### src/rtl/alu_arbiter.sv
// Two-client arbiter and two-stage issue/response sequencer for a shared combinational ALU.
// Define ALU_ARB_RR_EN for round-robin arbitration; otherwise client 0 has fixed priority.
module alu_arbiter #(
  parameter int unsigned WIDTH = 8
) (
  input  logic               clk_i,
  input  logic               rst_i,
  input  logic               req0_valid_i,
  output logic               req0_ready_o,
  input  logic [2:0]         req0_ctl_i,
  input  logic [2*WIDTH-1:0] req0_ab_i,
  input  logic               req1_valid_i,
  output logic               req1_ready_o,
  input  logic [2:0]         req1_ctl_i,
  input  logic [2*WIDTH-1:0] req1_ab_i,
  output logic               rsp0_valid_o,
  output logic [2*WIDTH-1:0] rsp0_bc_o,
  output logic               rsp1_valid_o,
  output logic [2*WIDTH-1:0] rsp1_bc_o,
  output logic               alu_en_o,
  output logic [2:0]         alu_ctl_o,
  output logic [2*WIDTH-1:0] alu_ab_o,
  input  logic [2*WIDTH-1:0] alu_bc_i
);

  logic               w_ptr;
  logic               w_gnt0;
  logic               w_gnt1;

  logic               r_iss_valid;
  logic               r_iss_tag;
  logic [2:0]         r_iss_ctl;
  logic [2*WIDTH-1:0] r_iss_ab;

  logic               r_rsp0_valid;
  logic               r_rsp1_valid;
  logic [2*WIDTH-1:0] r_rsp0_bc;
  logic [2*WIDTH-1:0] r_rsp1_bc;

`ifdef ALU_ARB_RR_EN
  logic r_ptr;

  // After a grant the pointer favours the client that lost (or did not ask).
  always_ff @(posedge clk_i) begin
    if (rst_i) begin
      r_ptr <= 1'b0;
    end else if (w_gnt0 || w_gnt1) begin
      r_ptr <= w_gnt0;
    end
  end

  assign w_ptr = r_ptr;
`else
  assign w_ptr = 1'b0;
`endif

  always_comb begin
    w_gnt0 = !rst_i && req0_valid_i && (!req1_valid_i || !w_ptr);
    w_gnt1 = !rst_i && req1_valid_i && (!req0_valid_i || w_ptr);
  end

  assign req0_ready_o = w_gnt0;
  assign req1_ready_o = w_gnt1;

  // Issue registers are cleared when idle so the ALU drive is 0 without gating.
  always_ff @(posedge clk_i) begin
    if (rst_i || !(w_gnt0 || w_gnt1)) begin
      r_iss_valid <= 1'b0;
      r_iss_tag   <= 1'b0;
      r_iss_ctl   <= '0;
      r_iss_ab    <= '0;
    end else begin
      r_iss_valid <= 1'b1;
      r_iss_tag   <= w_gnt1;
      r_iss_ctl   <= w_gnt1 ? req1_ctl_i : req0_ctl_i;
      r_iss_ab    <= w_gnt1 ? req1_ab_i : req0_ab_i;
    end
  end

  assign alu_en_o  = r_iss_valid;
  assign alu_ctl_o = r_iss_ctl;
  assign alu_ab_o  = r_iss_ab;

  always_ff @(posedge clk_i) begin
    if (rst_i) begin
      r_rsp0_valid <= 1'b0;
      r_rsp1_valid <= 1'b0;
      r_rsp0_bc    <= '0;
      r_rsp1_bc    <= '0;
    end else begin
      r_rsp0_valid <= r_iss_valid && !r_iss_tag;
      r_rsp1_valid <= r_iss_valid && r_iss_tag;
      if (r_iss_valid && !r_iss_tag) begin
        r_rsp0_bc <= alu_bc_i;
      end
      if (r_iss_valid && r_iss_tag) begin
        r_rsp1_bc <= alu_bc_i;
      end
    end
  end

  assign rsp0_valid_o = r_rsp0_valid;
  assign rsp1_valid_o = r_rsp1_valid;
  assign rsp0_bc_o    = r_rsp0_bc;
  assign rsp1_bc_o    = r_rsp1_bc;

endmodule

### config.mk
export PLATFORM = sky130hd
export DESIGN_NAME = alu_arbiter
export DESIGN_NICKNAME = d
export VERILOG_FILES = /design/src/rtl/alu_arbiter.sv
export SDC_FILE = /design/constraint.sdc
export NUM_CORES = 1
export LEC_CHECK = 0
export CORE_MARGIN = 2
export CORE_UTILIZATION = 38
export CTS_CLUSTER_SIZE = 30
export DETAILED_ROUTE_END_ITERATION = 8
export PLACE_DENSITY = 0.83
export SLEW_MARGIN = 40
export SYNTH_ARGS = -nofsm -noshare
export SYNTH_HDL_FRONTEND = slang
export SYNTH_SLANG_ARGS = --single-unit
### constraint.sdc
create_clock -name clk_i -period 1.31 [get_ports clk_i]
set_clock_uncertainty 0.15 [all_clocks]
set_input_delay 0.262 -clock clk_i [delete_from_list [all_inputs] [get_ports clk_i]]
set_output_delay 0.262 -clock clk_i [all_outputs]
set_load 0.005 [all_outputs]
# ---- Word-level counts from Yosys, hierarchy flattened
# Index checks and enable logic that the tools add are counted.
dict set report classes {
  div_mod_pow 0
  n_bitwise 0
  magnitude_cmp 0
  n_mul 0
  n_reduce_logical 11
  n_eq_ne 0
  shift 0
  addsub 0
  muxes 3
}
# op count
set op_table {}
lappend op_table {{16-bit two-way mux} 1}
lappend op_table {{1-bit logical AND} 5}
lappend op_table {{1-bit zero test} 4}
lappend op_table {{3-bit two-way mux} 1}
lappend op_table {{1-bit logical OR} 2}
lappend op_table {{1-bit two-way mux} 1}
dict set report totals {
  reg_bits 55
  ram_bits 0
  n_memories 0
  input_bits 58
  latch_bits 0
  rom_bits 0
  wordCells 22
  out_inout_bits 56
}

# ---- Depth between registers and ports, before layout
# Gate-level depths: netlist (run 1).
dict set report logic_depth {
  depth_word 7
  ltp_mapped 4
  ltp_nobuf 2
}

# ---- Least setup slack after synthesis (run 1)
# Ideal clock, no wire load.
dict set report synth_timing {
  kind {register -> register}
  start {reg r_iss_valid (netlist: alu_en_o)}
  end {reg r_rsp0_bc[10] (netlist: rsp0_bc_o[10])}
  t_arrival_ps 1000
  setup_slack_ps 89
  stages_incl_launch_ff 5
  period_less_slack_ps 1221
  setup_time_ps 72
  required_time_ps 1088
  path_buffers 2
  path_cell_list {dfxtp_1 nor2b_1 buf_4 buf_6 mux2i_1}
}
dict set report synth_via {
  elab_chain_len 1
}
# element line
set synth_rtl {}
lappend synth_rtl {{start, declared} 30} ;# logic r_iss_valid;
lappend synth_rtl {{start signal, assigned} 68} ;# r_iss_valid <= 1'b0;
lappend synth_rtl {{start signal, assigned} 73} ;# r_iss_valid <= 1'b1;
lappend synth_rtl {{1-bit logical AND} 93} ;# if (r_iss_valid && !r_iss_tag) begin
lappend synth_rtl {{end signal, assigned} 94} ;# r_rsp0_bc <= alu_bc_i;
lappend synth_rtl {{end, declared} 37} ;# logic [2*WIDTH-1:0] r_rsp0_bc;
# No other way between the ends.
# A chain may end at the register's enable or synchronous reset.

# ---- Worst setup path in the final report (run 1)
dict set report layout_timing {
  start {in req1_valid_i}
  end {out req1_ready_o}
}
dict set report layout_via {
  elab_chain_len 2
}
# element line
set layout_rtl {}
lappend layout_rtl {{start, declared} 12} ;# input logic req1_valid_i,
lappend layout_rtl {{1-bit logical AND (2 in a row)} 59} ;# w_gnt1 = !rst_i && req1_valid_i && (!req0_valid_i || w_ptr);
lappend layout_rtl {{end, declared} 13} ;# output logic req1_ready_o,
# No other way between the ends.

==> results.md, run 1 <==
* Hold Path Class: in -> reg
* Count of buffers inserted at the top-level ports at 113
* Max-Cap Viols at 0
* Maximum resistive drop on vdd at 538 uV
* Final HPWL from detailed placement at 3.37 mm
* Combinational cell fraction of total power at 17.2%
* Least setup slack across all paths after layout at 27.1 ps
* TritonCTS clock tree: done
* Final Hold Violating Endpoints at 0
* Final setup violation count at 0
* Clock buffer depth at 2
* Syn Area/Cell at 11.4 um^2
* Wirelength, routed at 5.11 mm
* Slew @ Worst Pin at 380 ps
* Crit. Startpoint: req1_valid_i
* Fill cell instance count of the final layout at 390
* Final period utilization at 97.9%
* Clock latency on the worst-skew pair at 300 ps
* CORE AREA at 0.00517 mm^2
* Antenna violation net count after detailed routing at 0
* Final Max Tran Viols at 0
* Crit start category: primary input
* Clock Tree Root: sky130_fd_sc_hd__clkbuf_8
* CTS Hold Bufs at 0
* Fraction of layout instances using a drive strength above 1 at 21.1%
* Wire length of the first global-routing pass at 8.25 mm
* Die W at 77.4 um
* Power per Cell Area at 940 mW/mm^2
* Leakage power total at 1.48 nW
* Via count of the first global-routing pass at 1834
* Total Nets Final at 355
* Synthesized-area fraction occupied by ao, oa, aoi and oai cells at 9.28%
* Vias per inst at 4.70
* Status: finished, final reports clean
* Via total after detailed routing at 1731
* Die Height at 77.4 um
* Clock tree sinks at 55
* Highest clock rate at 0.780 GHz
* H-tree depth at 2
* Switching component of the power at 0.737 mW
* Clock transition time at the flip-flop clock pins of the worst setup and hold paths at 90 ps
* Number of optimization iterations in the first detailed-route pass at 4
* Int Pwr at 2.51 mW
* Ant diodes at 0
* Clk network pwr share at 27.6%
* Final global-route overflow total at 0
* Post-synth cell types at 15
* FF+latch count, synth at 55
* Syn Nets at 237
* Post-route minimum period at 1280 ps
* Kind of end point of the critical path: primary output
* Register-to-register setup slack at 80 ps
* TritonCTS buffer count at 5
* Yosys warns at 0
* Xor/xnor share of the synthesized area at 0%
* Drt drc at 0
* Final weighted congestion of routability-driven global placement at 0.700
* Utilization after layout at 66.7%
* Overall die area at 0.00600 mm^2
* Simple-gate share of the synthesized area at 17.6%
* Top Ports at 114
* Worst setup path endpoint: req1_ready_o
* Routed wirelength normalized by instance count at 13.9 um
* Mux contribution to synthesized area at 15.6%
* Initial Utilization at 39.6%
* Pre-CTS setup slack at -634 ps
* Worst setup path class: in -> out
* Main combinational cell family by area after synthesis: simple AND/OR/NAND/NOR gates
* Largest net degree at the start of global routing at 52
* Sequential-to-total area share from yosys stat at 53.7%
* Worst reg-to-reg path cell count at 4
* Overall global routing resource usage at 16.8%
* Syn Inst Count at 179
* Maximum net fanout on the critical path at 2
* Flop pwr share at 55.3%
* Reg-to-reg endpoint: rsp0_bc_o[8]
* Relative slew slack at 74.7%
* Reg-to-reg critical path startpoint: alu_en_o
* Area overhead of the layout relative to synthesis at 68.3%
* Initial antenna violation count at 0
* Count of standard-cell rows at 26
* Post-synthesis adder-cell area fraction at 0%
* Cell area after technology mapping at 0.00205 mm^2
* Required time of the critical path at 900 ps
* First DRT Iteration DRCs at 87
* Arrival @ worst endpoint at 870 ps
* Fraction of power spent switching nets at 22.7%
-- per-layer routing --
layer / vias to the layer above / part of all wire [%] / track usage (%)
met1: 798 / 43 / 19.0
li1: 853 / - / -
met2: 76 / 49 / 30.1
met3: 4 / 8.0 / 6.28
met5: - / 0 / 0
met4: 0 / 0.78 / 3.75
-- power by group through the flow --
stage / combinational [mW] / clock, mW / sequential [mW]
after floorplan: 0.183 / 0 / 1.83
after global placement: 0.562 / 0 / 1.82
after detailed placement: 0.570 / 0 / 1.83
after CTS: 0.529 / 0.935 / 1.79
after global routing: 0.601 / 1.01 / 1.80
final: 0.557 / 0.894 / 1.79
-- layout by cell type (no fill, tap or decap), drive strengths merged, types with 2 or more instances in the layout --
cell type / Yosys / final
clkdlybuf4s15: 0 / 47
mux2i: 32 / 32
nor2: 2 / 2
dfxtp: 55 / 55
nand2b: 48 / 48
clkbuf: 7 / 10
and2: 2 / 2
clkdlybuf4s50: 0 / 54
buf: 7 / 12
a32o: 19 / 19
nor2b: 3 / 3
dlygate4sd2: 0 / 9
-- metrics by stage --
step | cell area [um^2] | std cells | hold slack, ps | setup TNS (ps) | total power [mW]
finish | 3450 | 368 | 72.1 | 0 | 3.24
global route | 3450 | 368 | 79.2 | -10.0 | 3.42
CTS | 3330 | 364 | 173 | 0 | 3.25
detailed placement | 3260 | 354 | 315 | -20390 | 2.40
global placement | 3260 | 354 | 309 | -17280 | 2.38
floorplan | 2050 | 179 | 228 | 0 | 2.02
-- state kept, by name (all words and copies together), names as in the netlist --
register	count
alu_ab_o	16
alu_ctl_o	3
alu_en_o	1
r_iss_tag	1
rsp0_bc_o	16
rsp0_valid_o	1
rsp1_bc_o	16
rsp1_valid_o	1
-- cells in the mapped netlist --
master                     number  area, um^2
sky130_fd_sc_hd__a32o_1        19         190
sky130_fd_sc_hd__and2_1         2        12.5
sky130_fd_sc_hd__and3b_1        1        8.76
sky130_fd_sc_hd__buf_2          4        20.0
sky130_fd_sc_hd__buf_4          2        15.0
sky130_fd_sc_hd__buf_6          1        11.3
sky130_fd_sc_hd__clkbuf_1       7        26.3
sky130_fd_sc_hd__dfxtp_1       55        1100
sky130_fd_sc_hd__inv_1          1        3.75
sky130_fd_sc_hd__mux2i_1       32         320
sky130_fd_sc_hd__nand2_2        1        6.26
sky130_fd_sc_hd__nand2b_1      48         300
sky130_fd_sc_hd__nor2_1         2        7.51
sky130_fd_sc_hd__nor2b_1        3        18.8
sky130_fd_sc_hd__nor3b_1        1        7.51
-- critical path, cell delays in order --
cell and delay (ps):
sky130_fd_sc_hd__dlygate4sd2_1 240, sky130_fd_sc_hd__nor2b_4 120, sky130_fd_sc_hd__and2_4 130, sky130_fd_sc_hd__buf_2 120
-- kinds of logic after synthesis --
| group | count (synthesis) |
|---|---|
| mux | 32 |
| flops | 55 |
| buf+inv | 15 |
| simple gates | 58 |
| compound gates | 19 |
-- how the worst min path moves through the flow --
stage / start / end / cells after the start
2_1_floorplan: req0_valid_i / alu_en_o / 2
3_3_place_gp: rsp0_bc_o[6] / rsp0_bc_o[6] / 2
3_5_place_dp: rsp1_bc_o[14] / rsp1_bc_o[14] / 2
4_1_cts: req0_valid_i / alu_en_o / 3
5_1_grt: req0_valid_i / alu_en_o / 3
6_report: req0_valid_i / alu_en_o / 3
-- repair_timing --
item                       CTS  global route
setup endpoints to repair   89            50
pin swaps                    1             0
hold endpoints to repair     0             0
buffers inserted             2             3
resized for setup          101            57
gates cloned                 0             1
-- final cells by class --
type	count	area, um^2	area share [%]
clock inverter	1	5.00	0.145
timing repair buffer	125	1230	35.8
clock buffer	7	76.3	2.21
tap	70	87.6	2.54
multi-input combinational	109	897	26.0
sequential	55	1150	33.2
inverter	1	3.75	0.109
Power figures use the tool's default switching activity.
==> run 2: changes to the inputs <==
Settings changed: CAP_MARGIN from default to 20.
==> results of run 2 <==
Final layout, timing and power as in run 1 (identical DEF).
==> run 3: changes to the inputs <==
--- a/config.mk
+++ b/config.mk
@@ -11,4 +11,5 @@
 export CTS_CLUSTER_SIZE = 30
 export DETAILED_ROUTE_END_ITERATION = 8
+export HOLD_SLACK_MARGIN = 0.03
 export PLACE_DENSITY = 0.83
 export SLEW_MARGIN = 40
--- a/constraint.sdc
+++ b/constraint.sdc
@@ -3,3 +3,3 @@
 set_input_delay 0.262 -clock clk_i [delete_from_list [all_inputs] [get_ports clk_i]]
 set_output_delay 0.262 -clock clk_i [all_outputs]
-set_load 0.005 [all_outputs]
+set_load 0.01 [all_outputs]
==> run 3 against run 2 <==
Effect of this change: highest routed layer unchanged; critical path type is now reg -> out; sequential power about the same; total power increased by 2.9%; maximum frequency increased by 0.29%; largest power group unchanged; clock-buffer cell count increased by 1; largest cell class is now registers.
==> results.md, run 3 (same netlist as run 1, synthesis figures left out) <==
* Required time of the critical path at 900 ps (about the same)
* Routed wirelength normalized by instance count at 13.4 um (-3.5%)
* Die Height at 77.4 um (unchanged)
* Int Pwr at 2.58 mW (+3.1%)
* Register-to-register setup slack at 30 ps (-50 ps)
* Worst setup path class: reg -> out
* Slew @ Worst Pin at 363 ps (-17.3 ps)
* Relative slew slack at 75.8% (+1.2 points)
* Flop pwr share at 53.5% (-1.8 points)
* Clock buffer depth at 2 (unchanged)
* First DRT Iteration DRCs at 57 (-34%)
* Clock transition time at the flip-flop clock pins of the worst setup and hold paths at 90 ps (about the same)
* TritonCTS buffer count at 5 (unchanged)
* Wire length of the first global-routing pass at 7.58 mm (-8.1%)
* Clk network pwr share at 29.6% (+2.0 points)
* Fill cell instance count of the final layout at 443 (+14%)
* Commonest cells after routing, fill and taps aside: sky130_fd_sc_hd__clkdlybuf4s50_1, sky130_fd_sc_hd__nand2b_1, sky130_fd_sc_hd__dfxtp_1
* Largest net degree at the start of global routing at 52 (unchanged)
* Final period utilization at 97.6% (-0.28 points)
* Arrival @ worst endpoint at 870 ps (about the same)
* Initial Utilization at 39.6% (unchanged)
* Overall global routing resource usage at 15.5% (-1.3 points)
* Area of the multi-input gates at 895 um^2 (-0.28%)
* Maximum net fanout on the critical path at 1 (-1)
* Clock latency on the worst-skew pair at 290 ps (about the same)
* CTS Hold Bufs at 0 (unchanged)
* Total cell area at the placement stage at 0.00328 mm^2 (+0.61%)
* Post-route minimum period at 1280 ps (-3.68 ps)
* Count of buffers inserted at the top-level ports at 113 (unchanged)
* Power per Cell Area at 1020 mW/mm^2 (+8.7%)
* Number of optimization iterations in the first detailed-route pass at 4 (unchanged)
* Status: finished, final reports clean
* Die W at 77.4 um (unchanged)
* Reg-to-reg endpoint: rsp0_bc_o[6]
* Final setup violation count at 0 (unchanged)
* Via total after detailed routing at 1710 (-1.2%)
* Delay of the slowest cell on the worst path at 300 ps (+60 ps)
* Hold Path Class: in -> reg
* Kind of end point of the critical path: primary output
* Count of standard-cell rows at 26 (unchanged)
* Buffers plus inverters on the worst setup path at 1 (-1)
* Area overhead of the layout relative to synthesis at 59.3%
* Final Hold Violating Endpoints at 0 (unchanged)
* Final Max Tran Viols at 0 (unchanged)
* H-tree depth at 2 (unchanged)
* Top Ports at 114 (unchanged)
* Leakage power total at 1.44 nW (-2.8%)
* Met3 Track Usage GR at 6.16% (-0.12 points)
* Cell-by-cell listing of the critical path: dlygate4sd2_1
* TritonCTS clock tree: done
* Top Family by Delay on Critical Path: flip-flops
* Hold endpoint: alu_en_o
* Via count of the first global-routing pass at 1717 (-6.4%)
* Ant diodes at 0 (unchanged)
* Final weighted congestion of routability-driven global placement at 0.701 (+0.19%)
* Antenna violation net count after detailed routing at 0 (unchanged)
* Final global-route overflow total at 0 (unchanged)
* Critical hold path startpoint: req1_valid_i
* Final HPWL from detailed placement at 3.39 mm (+0.42%)
* Crit start category: register
* Initial antenna violation count at 0 (unchanged)
* Maximum resistive drop on vdd at 668 uV (+24%)
* Drt drc at 0 (unchanged)
* Slowest CP cell: sky130_fd_sc_hd__dfxtp_1
* Total Nets Final at 351 (-1.1%)
* Clock tree sinks at 55 (unchanged)
* Utilization after layout at 63.1% (-3.6 points)
* Vias per inst at 4.70 (-0.13%)
* Most frequent standard cell in the layout excluding fill and tap cells: sky130_fd_sc_hd__clkdlybuf4s50_1
* Post-layout instance area at 0.00326 mm^2 (-5.4%)
* Setup repair after global routing missed its margin: false
* Reg-to-reg critical path startpoint: alu_en_o
* Fraction of power spent switching nets at 22.6% (-0.18 points)
* Wirelength, routed at 4.88 mm (-4.5%)
* Switching component of the power at 0.752 mW (+2.0%)
* Overall die area at 0.00600 mm^2 (unchanged)
* Highest clock rate at 0.782 GHz (+0.29%)
* Combinational cell fraction of total power at 16.8% (-0.4 points)
* Fraction of layout instances using a drive strength above 1 at 24.1% (+3.0 points)
* Worst reg-to-reg path cell count at 4 (unchanged)
* Reg area at 0.00111 mm^2 (-2.9%)
* Met1 Resource Use GR at 18.6% (-0.38 points)
* Global-route track usage on met2 at 25.9% (-4.2 points)
* Most used routing layer in global routing: met2
* Clock Tree Root: sky130_fd_sc_hd__clkbuf_8
* CORE AREA at 0.00517 mm^2 (unchanged)
* Max-Cap Viols at 0 (unchanged)
* Worst hold path depth at 3 (unchanged)
[run 3: cell types whose count changed in the layout (fill, tap and decap cells not counted), sizes merged]
cell	delta
clkbuf	+26
clkdlybuf4s15	-25
clkinv	-1
dlygate4sd2	-7
buf	+3
[run 3: routing by layer]
layer	vias to the layer above	wire length, um
met1	783	2130
met4	0	31
met5	-	0
li1	845	-
met3	5	418
met2	77	2300
[run 3: cell type report]
type,instances,share of cell area (%)
Tap cell,70,2.68
Clock buffer,8,3.07
Timing Repair Buffer,121,32.7
Multi-Input combinational cell,109,27.4
Inverter,1,0.115
Sequential cell,55,34.1
[run 3: what timing repair did]
item,CTS,global route
gates cloned,0,1
setup buffers,0,0
resized for setup,123,58
endpoints found under the setup margin,90,53
[run 3: how the worst max path moves through the flow]
| stage | startpoint | endpoint | slack (ps) | cells past startpoint |
|---|---|---|---|---|
| 6_report | alu_ab_o[8] | alu_ab_o[8] | 30 | 1 |
| 3_3_place_gp | req1_valid_i | req1_ready_o | -660 | 4 |
| 2_1_floorplan | alu_en_o | rsp0_bc_o[10] | 50 | 4 |
| 3_5_place_dp | req1_valid_i | req1_ready_o | -660 | 4 |
| 4_1_cts | alu_ab_o[0] | alu_ab_o[0] | 0.8 | 1 |
| 5_1_grt | alu_ab_o[4] | alu_ab_o[4] | 0.6 | 1 |
[run 3: power by group through the flow]
stage	clock network [mW]	logic, mW	registers [mW]
after floorplan	0	0.184	1.86
after global placement	0	0.602	1.82
after detailed placement	0	0.608	1.82
after CTS	1.03	0.571	1.78
after global routing	1.10	0.602	1.80
final	0.988	0.562	1.79
[run 3: stage by stage]
stage               instances  hold slack (ps)  setup TNS, ps  worst slack [ps]  power [mW]
floorplan                 179              228              0              48.1        2.05
global placement          355              309         -17740              -657        2.42
detailed placement        355              312         -19890              -662        2.43
finish                    364              156              0              30.8        3.34
global route              364              167              0             0.583        3.50
CTS                       363              139              0             0.768        3.38
